### src/rtl/sprite_pkg.sv
// Shared sprite attribute types, the scanner state encoding and the sprite enable rule.
package sprite_pkg;

  localparam int unsigned SPR_COORD_W = 8;
  // Edge coordinates carry one extra bit so that x+w and y+h never wrap.
  localparam int unsigned SPR_EDGE_W  = SPR_COORD_W + 1;

  // Field order matches the spr_data layout {x, y, w, h}.
  typedef struct packed {
    logic [SPR_COORD_W-1:0] x;
    logic [SPR_COORD_W-1:0] y;
    logic [SPR_COORD_W-1:0] w;
    logic [SPR_COORD_W-1:0] h;
  } sprite_attr_t;

  typedef enum logic [2:0] {
    ST_IDLE,
    ST_RD_A,
    ST_CAP_A,
    ST_RD_B,
    ST_CAP_B,
    ST_CHK,
    ST_EMIT,
    ST_DONE
  } scan_state_t;

  // A sprite with zero width or zero height is disabled.
  function automatic logic spr_enabled(sprite_attr_t s);
    return (s.w != '0) && (s.h != '0);
  endfunction

endpackage

### src/rtl/rect_overlap.sv
// Combinational inclusive bounding-box overlap test between two sprites.
// Ports:
//   a, b : sprite attributes
//   hit  : both sprites enabled and their boxes overlap (touching edges count)
module rect_overlap
  import sprite_pkg::*;
(
  input  sprite_attr_t a,
  input  sprite_attr_t b,
  output logic         hit
);

  logic [SPR_EDGE_W-1:0] ax1, ay1, ax2, ay2;
  logic [SPR_EDGE_W-1:0] bx1, by1, bx2, by2;
  logic                  h_ov, v_ov;

  // Far edges in 9 bits, so a sprite near 255 extends past the 8-bit range.
  always_comb begin
    ax1  = SPR_EDGE_W'(a.x);
    ay1  = SPR_EDGE_W'(a.y);
    bx1  = SPR_EDGE_W'(b.x);
    by1  = SPR_EDGE_W'(b.y);
    ax2  = ax1 + SPR_EDGE_W'(a.w);
    ay2  = ay1 + SPR_EDGE_W'(a.h);
    bx2  = bx1 + SPR_EDGE_W'(b.w);
    by2  = by1 + SPR_EDGE_W'(b.h);
    h_ov = (ax1 <= bx2) && (bx1 <= ax2);
    v_ov = (ay1 <= by2) && (by1 <= ay2);
    hit  = h_ov && v_ov && spr_enabled(a) && spr_enabled(b);
  end

endmodule

### src/rtl/collision_scanner.sv
// Sequential pairwise collision scanner over the sprite attribute table.
// Reads every pair (i<j) through a one-cycle-latency read port and streams
// colliding pairs out over valid/ready, in (i, j) lexicographic order.
// Ports:
//   clk, rst_n          : clock, async active-low reset
//   start               : begin a scan (accepted only when idle)
//   busy, done          : scan in progress / one-cycle end-of-scan pulse
//   spr_rd, spr_addr    : attribute read strobe and index
//   spr_data            : attribute data, valid the cycle after spr_rd
//   hit_valid/hit_ready : colliding pair handshake
//   hit_a, hit_b        : lower / higher index of the colliding pair
//   hit_count           : saturating count of hits emitted this scan
module collision_scanner
  import sprite_pkg::*;
#(
  parameter int unsigned N_SPRITES = 8,
  parameter int unsigned IDX_W     = $clog2(N_SPRITES),
  parameter int unsigned CNT_W     = 8
) (
  input  logic             clk,
  input  logic             rst_n,
  input  logic             start,
  output logic             busy,
  output logic             done,
  output logic             spr_rd,
  output logic [IDX_W-1:0] spr_addr,
  input  logic [31:0]      spr_data,
  output logic             hit_valid,
  input  logic             hit_ready,
  output logic [IDX_W-1:0] hit_a,
  output logic [IDX_W-1:0] hit_b,
  output logic [CNT_W-1:0] hit_count
);

  localparam logic [IDX_W-1:0] LAST_J = IDX_W'(N_SPRITES - 1);
  localparam logic [IDX_W-1:0] LAST_I = IDX_W'(N_SPRITES - 2);

  scan_state_t      state_q, state_d;
  logic [IDX_W-1:0] i_q, i_d, j_q, j_d;
  sprite_attr_t     a_q, a_d, b_q, b_d;
  logic [CNT_W-1:0] hit_count_q, hit_count_d;
  logic             busy_q, busy_d;
  logic             done_q, done_d;
  logic             spr_rd_q, spr_rd_d;
  logic [IDX_W-1:0] spr_addr_q, spr_addr_d;
  logic             hit_valid_q, hit_valid_d;
  logic [IDX_W-1:0] hit_a_q, hit_a_d, hit_b_q, hit_b_d;
  logic             pair_hit;
  logic             advance;

  rect_overlap u_overlap (
    .a   (a_q),
    .b   (b_q),
    .hit (pair_hit)
  );

  // Next-state, index and registered-output logic.
  always_comb begin
    state_d     = state_q;
    i_d         = i_q;
    j_d         = j_q;
    a_d         = a_q;
    b_d         = b_q;
    hit_count_d = hit_count_q;
    advance     = 1'b0;

    case (state_q)
      ST_IDLE: begin
        if (start) begin
          i_d         = '0;
          j_d         = IDX_W'(1);
          hit_count_d = '0;
          state_d     = ST_RD_A;
        end
      end
      ST_RD_A:  state_d = ST_CAP_A;
      ST_CAP_A: begin
        a_d     = sprite_attr_t'(spr_data);
        state_d = ST_RD_B;
      end
      ST_RD_B:  state_d = ST_CAP_B;
      ST_CAP_B: begin
        b_d     = sprite_attr_t'(spr_data);
        state_d = ST_CHK;
      end
      ST_CHK: begin
        if (pair_hit) state_d = ST_EMIT;
        else          advance = 1'b1;
      end
      ST_EMIT: begin
        if (hit_ready) begin
          advance = 1'b1;
          if (hit_count_q != '1) hit_count_d = hit_count_q + 1'b1;
        end
      end
      ST_DONE:  state_d = ST_IDLE;
      default:  state_d = ST_IDLE;
    endcase

    // Step to the next pair: next j, else reload A with the next i, else finish.
    if (advance) begin
      if (j_q < LAST_J) begin
        j_d     = j_q + 1'b1;
        state_d = ST_RD_B;
      end else if (i_q < LAST_I) begin
        i_d     = i_q + 1'b1;
        j_d     = i_q + IDX_W'(2);
        state_d = ST_RD_A;
      end else begin
        state_d = ST_DONE;
      end
    end

    busy_d      = (state_d != ST_IDLE);
    done_d      = (state_d == ST_DONE);
    hit_valid_d = (state_d == ST_EMIT);
    spr_rd_d    = (state_d == ST_RD_A) || (state_d == ST_RD_B);
    spr_addr_d  = spr_addr_q;
    if (state_d == ST_RD_A)      spr_addr_d = i_d;
    else if (state_d == ST_RD_B) spr_addr_d = j_d;
    hit_a_d = hit_a_q;
    hit_b_d = hit_b_q;
    if (state_d == ST_EMIT) begin
      hit_a_d = i_q;
      hit_b_d = j_q;
    end
  end

  // State and output registers.
  always_ff @(posedge clk or negedge rst_n) begin
    if (!rst_n) begin
      state_q     <= ST_IDLE;
      i_q         <= '0;
      j_q         <= '0;
      a_q         <= '0;
      b_q         <= '0;
      hit_count_q <= '0;
      busy_q      <= 1'b0;
      done_q      <= 1'b0;
      spr_rd_q    <= 1'b0;
      spr_addr_q  <= '0;
      hit_valid_q <= 1'b0;
      hit_a_q     <= '0;
      hit_b_q     <= '0;
    end else begin
      state_q     <= state_d;
      i_q         <= i_d;
      j_q         <= j_d;
      a_q         <= a_d;
      b_q         <= b_d;
      hit_count_q <= hit_count_d;
      busy_q      <= busy_d;
      done_q      <= done_d;
      spr_rd_q    <= spr_rd_d;
      spr_addr_q  <= spr_addr_d;
      hit_valid_q <= hit_valid_d;
      hit_a_q     <= hit_a_d;
      hit_b_q     <= hit_b_d;
    end
  end

  assign busy      = busy_q;
  assign done      = done_q;
  assign spr_rd    = spr_rd_q;
  assign spr_addr  = spr_addr_q;
  assign hit_valid = hit_valid_q;
  assign hit_a     = hit_a_q;
  assign hit_b     = hit_b_q;
  assign hit_count = hit_count_q;

endmodule

### config.mk
export PLATFORM = sky130hd
export DESIGN_NAME = collision_scanner
export DESIGN_NICKNAME = d
export VERILOG_FILES = /design/src/rtl/sprite_pkg.sv /design/src/rtl/rect_overlap.sv /design/src/rtl/collision_scanner.sv
export SDC_FILE = /design/constraint.sdc
export NUM_CORES = 1
export LEC_CHECK = 0
export CAP_MARGIN = 5
export CORE_ASPECT_RATIO = 0.9
export CORE_MARGIN = 2
export CORE_UTILIZATION = 59
export DETAILED_ROUTE_END_ITERATION = 7
export GPL_ROUTABILITY_DRIVEN = 0
export GPL_TIMING_DRIVEN = 0
export HOLD_SLACK_MARGIN = 0.08
export PLACE_DENSITY = 0.82
export SYNTH_ARGS = -nofsm -noshare
export SYNTH_HDL_FRONTEND = slang
export SYNTH_SLANG_ARGS = --single-unit
### constraint.sdc
create_clock -name clk -period 7.2 [get_ports clk]
set_clock_uncertainty 0.05 [all_clocks]
set_input_delay 0.72 -clock clk [delete_from_list [all_inputs] [get_ports clk]]
set_output_delay 0.72 -clock clk [all_outputs]
set_load 0.02 [all_outputs]
==> results of run 1 <==
## synthesized netlist by cell type, types with 3 or more instances
| cell | number | area share (%) |
|---|---|---|
| xor2_1 | 10 | 1.5 |
| nor2_1 | 30 | 1.9 |
| inv_1 | 28 | 1.8 |
| mux2_2 | 60 | 11 |
| fa_1 | 4 | 1.4 |
| a31oi_1 | 3 | 0.32 |
| o21ai_1 | 9 | 0.76 |
| ha_1 | 68 | 14 |
| nor3_1 | 8 | 0.68 |
| o21bai_1 | 11 | 1.4 |
| a211oi_1 | 7 | 0.89 |
| o211a_1 | 3 | 0.51 |
| o21ai_0 | 25 | 2.1 |
| clkbuf_1 | 10 | 0.63 |
| a21oi_1 | 32 | 2.7 |
| a211oi_2 | 3 | 0.63 |
| nand2_1 | 30 | 1.9 |
| xnor2_1 | 14 | 2.1 |
| or3_1 | 4 | 0.42 |
| o2bb2ai_1 | 3 | 0.44 |
| o211ai_1 | 3 | 0.38 |
| nor4_1 | 8 | 0.84 |
| mux2_4 | 6 | 1.5 |
| dfrtp_1 | 94 | 40 |
| a21o_1 | 9 | 1.1 |
| nand4_1 | 10 | 1.1 |
| nand3_1 | 9 | 0.76 |
| o2111ai_1 | 3 | 0.44 |
| nand2b_1 | 3 | 0.32 |
## worst max-delay path by stage
stage          startpoint          end  slack (ps)  cells past startpoint
3_3_place_gp        rst_n     hit_b[0]        2150                      1
5_1_grt           b_q[17]  spr_addr[2]        2450                     17
6_report          b_q[17]  spr_addr[2]        2670                     17
3_5_place_dp       b_q[1]  spr_addr[2]        2760                     17
2_1_floorplan      b_q[0]     hit_a[0]        3260                     15
4_1_cts           b_q[17]  spr_addr[2]        2710                     17
## state kept, by name, summed over array words and instances, names as in the netlist
name and cells:
spr_addr 3, spr_rd 1, hit_valid 1, hit_b 3, done 1, j_q 3
b_q 32, hit_a 3, busy 1, state_q 3, hit_count 8, a_q 32
i_q 3
## critical path, stage by stage (launching register included)
cell	delay [ps]
dfrtp_1	460
ha_1	300
a21o_1	160
a21oi_1	260
o21bai_1	100
a21oi_1	250
o21bai_1	100
a21oi_1	190
xor2_1	90
ha_1	300
nor2_1	40
a211oi_1	210
o21ai_1	150
o41ai_4	590
nor4b_2	180
or4_1	570
o211a_1	170
o31ai_2	240
## area by class of cell
class | count | area share, %
Inverter | 29 | 1.585
Clock buffer | 10 | 1.859
Timing Repair Buffer | 57 | 8.528
Tap cell | 126 | 2.296
Multi-Input combinational cell | 409 | 49.91
Buffer | 10 | 0.5466
Sequential cell | 94 | 34.26
Clock inverter | 6 | 1.020
## cell families (layout without fill, tap and decap cells)
kind of cell,count (synthesis),count (layout),share of synthesized area [%]
AOI/OAI and AO/OA,130,130,15.22
and+or+nand+nor,116,116,10.26
DFF,94,94,39.70
adders and majority gates,72,72,15.71
muxes,67,67,13.09
buffers and inverters,39,112,2.470
xor gates and xnor gates,24,24,3.547
## routing by layer
| layer | wire (microns) | track usage, % | vias to the layer above |
|---|---|---|---|
| met4 | 325 | 8.666 | 0 |
| li1 | - | - | 2160 |
| met2 | 6437 | 43.16 | 150 |
| met5 | 0 | 0 | - |
| met1 | 5902 | 36.59 | 2261 |
| met3 | 690 | 3.439 | 27 |
## per-stage QoR
step / hold WS (ps) / cell area, sq um / std cells / util (%)
after floorplan: 374.4 / 5926 / 542 / -
after global placement: 444.5 / 6644 / 724 / 68.20
after detailed placement: 441.5 / 6669 / 725 / 68.46
after CTS: 257.4 / 6867 / 741 / 70.49
after global routing: 271.0 / 6867 / 741 / 70.49
final: 250.5 / 6867 / 741 / 70.49
==> metrics.cfg, run 1 <==
[run_status]
status = completed

[clock_tree]
clk_pin_slew_ps = 100
cts_setup_buffers = 0
htreeDepth = 3
hold_buffers = 0
ctsResizeCount = 0
numCtsBuffers = 9
cts_tree = built
clock_latency_ps = 360
cts_max_path_buffers = 2
cts_num_sinks = 94
cts_root_buf = clkbuf_8

[timing]
maxSlewHeadroom_pct = 33.35
rsz0062_at_grt = false
finalHoldViolations = 0
slew_viol_final = 0
fmax_mhz = 220.8
min_period_ps = 4528
setup_violations = 0
worst_pin_slew_ps = 992.1
finalSetupTns_ps = 0
fin_crit_sh_pct = 62.89
fin_ws_ps = 2672

[layout]
final_cell_mix = dfrtp_1, ha_1, mux2_2
fill_cells = 726
finalNetCount = 718
seq_area_sq_um = 2352
final_common_cell = dfrtp_1
multiInputGateArea_sq_um = 3427
area_delta_synth_final_pct = 15.88
drive_above_1_share_pct = 16.42
antenna_cells = 0

[grt]
antenna_found_initial = 0
grt_first_pass_wirelength_mm = 22.44
grt.total_usage_pct = 26.47
overflow = 0
grt_pass1_vias = 4709
grt_max_degree = 63

[detailed_routing]
vias = 4598
totalWireLength_mm = 13.36
via_per_inst = 6.205
postRouteAntennaNets = 0
drt_first_pass_iters = 4
drtIter0Drc = 286
drc_errors = 0
wire_per_inst_microns = 18.02

[synth]
synth_cell_type_count = 60
avgSynthCellArea_sq_um = 10.93
synthesis.nets = 650
seq_area_frac_synth_pct = 39.70
synth-async-reset-ratio_pct = 100.0
synth-edff-count = 0
synth-seq-cells = 94
synth-main-ff-cell = dfrtp_1
ys_warn_count = 0
synth_cells = 542
syn-cell-area_sq_um = 5926

[floorplanning]
fp.dieW_microns = 109.6
core_sq_um = 9742
start_util_pct = 60.83
io_pins = 57
die_area_sq_um = 10860
rows = 34
die_h_microns = 99.08

[placement]
dpl.hpwl_mm = 10.26
port_buffers = 56
place_ws_ps = 2757

[critical_path]
path_class = reg -> reg
cp.arrival_ps = 4740
r2r_end = spr_addr[2]
r2r_slack_ps = 2670
reg2reg_depth = 17
critPathMaxFanout = 6
critPathLaunchType = flop
endpoint_kind = flop
worst_ep_required_time_ps = 7410
r2r-start = b_q[17]

[hold_path]
min_path_type = in -> async

[run]
max_cap_viol_count = 0

Power of run 1 is not shown: default switching activity piles up to over one toggle a cycle in this logic, so the estimate is an artifact.
==> inputs of run 2 (changes only) <==
CORE_UTILIZATION = 58   (was 59)
PLACE_DENSITY = 0.81   (was 0.82)
clock period = 4.4 ns   (was 7.2 ns; I/O delays follow)
==> run 2 against run 1 <==
  * Cell count is 0.94% higher
  * Highest routed layer unchanged
  * Worst setup slack worse by 2600 ps
  * Critical endpoint unchanged
  * Register-to-register slack lost 2600 ps
  * Final area increased by 3.4%
  * Sequential cell count did not move
  * Critical path type unchanged
  * Critical path depth grew 1
  * Routed wire length increased by 6.5%
  * Maximum frequency up 5.4%
  * Sequential share of layout area down 1.1 points
  * Utilization rose by 2.1 points
  * Via count rose by 1.5%
==> metrics.cfg, run 2 (synthesis results as in run 1) <==
[timing]
slew_viol_final = 0  ; unchanged
worst_pin_slew_ps = 1125  ; was 992.1 ps
finalSetupTns_ps = 0  ; unchanged
min_period_ps = 4298  ; was 4528 ps
fin_crit_sh_pct = 97.68  ; was 62.89%
finalHoldViolations = 0  ; unchanged
fmax_mhz = 232.7  ; was 220.8 MHz
maxSlewHeadroom_pct = 24.46  ; was 33.35%
rsz0062_at_grt = true  ; was false
setup_violations = 0  ; unchanged

[detailed_routing]
via_per_inst = 6.239  ; was 6.205
vias = 4667  ; was 4598
drc_errors = 0  ; unchanged
totalWireLength_mm = 14.23  ; was 13.36 mm
wire_per_inst_microns = 19.02  ; was 18.02 microns
drt_first_pass_iters = 5  ; was 4
postRouteAntennaNets = 0  ; unchanged
drtIter0Drc = 328  ; was 286

[layout]
seq_area_sq_um = 2355  ; was 2352 sq um
final_common_cell = dfrtp_1  ; unchanged
multiInputGateArea_sq_um = 3491  ; was 3427 sq um
final_cell_mix = dfrtp_1, ha_1, mux2_2  ; unchanged
instances_no_fill = 748  ; was 741
fill_cells = 703  ; was 726
antenna_cells = 0  ; unchanged
utilization_pct = 72.58  ; was 70.49%
finalNetCount = 725  ; was 718
drive_above_1_share_pct = 19.29  ; was 16.42%
area_delta_synth_final_pct = 19.85  ; was 15.88%
design_area_sq_um = 7102  ; was 6867 sq um

[hold_path]
hp-start = spr_addr[2]
min_path_type = reg -> reg  ; was in -> async
hold_path_depth = 2

[floorplanning]
start_util_pct = 60.56  ; was 60.83%
fp.dieW_microns = 110.5  ; was 109.6 microns
io_pins = 57  ; unchanged
core_sq_um = 9784  ; was 9742 sq um
die_area_sq_um = 11040  ; was 10860 sq um
rows = 34  ; unchanged
die_h_microns = 99.89  ; was 99.08 microns

[placement]
dpl.hpwl_mm = 10.55  ; was 10.26 mm
dp_cells = 725  ; unchanged
port_buffers = 56  ; unchanged
place_area_sq_um = 6669  ; unchanged

[clock_tree]
cts_max_path_buffers = 2  ; unchanged
numCtsBuffers = 9  ; unchanged
cts_num_sinks = 94  ; unchanged
cts_root_buf = clkbuf_16  ; was clkbuf_8
clk_pin_slew_ps = 60  ; was 100 ps
clock_latency_ps = 340  ; was 360 ps
htreeDepth = 3  ; unchanged
cts_tree = built  ; unchanged

[grt]
antenna_found_initial = 0  ; unchanged
overflow = 0  ; unchanged
grt_max_degree = 63  ; unchanged
grt.total_usage_pct = 26.12  ; was 26.47%
grt_first_pass_wirelength_mm = 23.12  ; was 22.44 mm
grt_pass1_vias = 4802  ; was 4709

[critical_path]
path_class = reg -> reg  ; unchanged
r2r-start = b_q[1]  ; was b_q[17]
critPathLaunch = b_q[1]  ; was b_q[17]
reg2reg_depth = 18  ; was 17
endpoint_kind = flop  ; unchanged
critPathLaunchType = flop  ; unchanged
cp.arrival_ps = 4500  ; was 4740 ps
critPathMaxFanout = 6  ; unchanged
worst_ep_required_time_ps = 4600  ; was 7410 ps

[run_status]
status = completed  ; unchanged

[run]
max_cap_viol_count = 0  ; unchanged

## run 2: changes by cell type in the layout (fill, tap and decap cells not counted), moves of 2 or more
| cell | before | now |
|---|---|---|
| dfrtp_1 | 94 | 92 |
| a21oi_1 | 32 | 26 |
| clkbuf_16 | 0 | 9 |
| dfrtp_2 | 0 | 2 |
| buf_4 | 1 | 6 |
| a21oi_2 | 0 | 6 |
| clkbuf_8 | 9 | 0 |
## run 2: per-stage QoR
step | setup WS [ps] | hold WS [ps]
6_report | 102.2 | 452.3
4_1_cts | 22.80 | 458.1
3_5_place_dp | -72.78 | 370.5
5_1_grt | -58.56 | 477.2
3_3_place_gp | -376.3 | 430.1
2_1_floorplan | 456.0 | 94.41
## run 2: layer usage
metal	track usage, %	wire length, microns	vias to the layer above
met5	0	0	-
met3	4.650	722	34
met2	46.11	7072	154
met4	8.558	348	0
li1	-	-	2163
met1	32.95	6087	2316
## run 2: repair_timing
action | CTS | global route
cloned | 0 | 0
resized for setup | 0 | 16
pin swaps | 1 | 7
setup buffers | 1 | 5
hold buffers | 1 | 0
hold endpoints to repair | 32 | 0
setup endpoints to repair | 8 | 12
## run 2: cell type report
cell class	instances	area share, %
multi-input combinational	409	49.15
inverter	29	1.533
tap	126	2.220
buffer	10	0.5285
clock buffer	10	3.224
clock inverter	6	0.9866
sequential	94	33.16
timing repair buffer	64	9.197
## run 2: worst paths after layout
path	end	slack [ps]
max	spr_addr[2]	100
min	spr_addr[2]	450
max reg2reg	spr_addr[2]	100
min reg2reg	spr_addr[2]	450
max in group asynchronous	b_q[17]	3090
min in group asynchronous	b_q[11]	530
## run 2: critical path, cell delays in order (launching register included)
cell	delay (ps)
dfrtp_2	440
ha_1	300
a21o_1	170
a21oi_2	180
o21bai_1	120
a21oi_2	200
o21bai_1	90
a21oi_1	180
xor2_1	200
ha_1	220
nor2_1	70
a211oi_1	290
o21ai_1	180
o41ai_4	300
buf_4	220
nor4b_4	80
or4_1	550
o211a_1	170
o31ai_2	210
Power of run 2 is left out for the same reason.
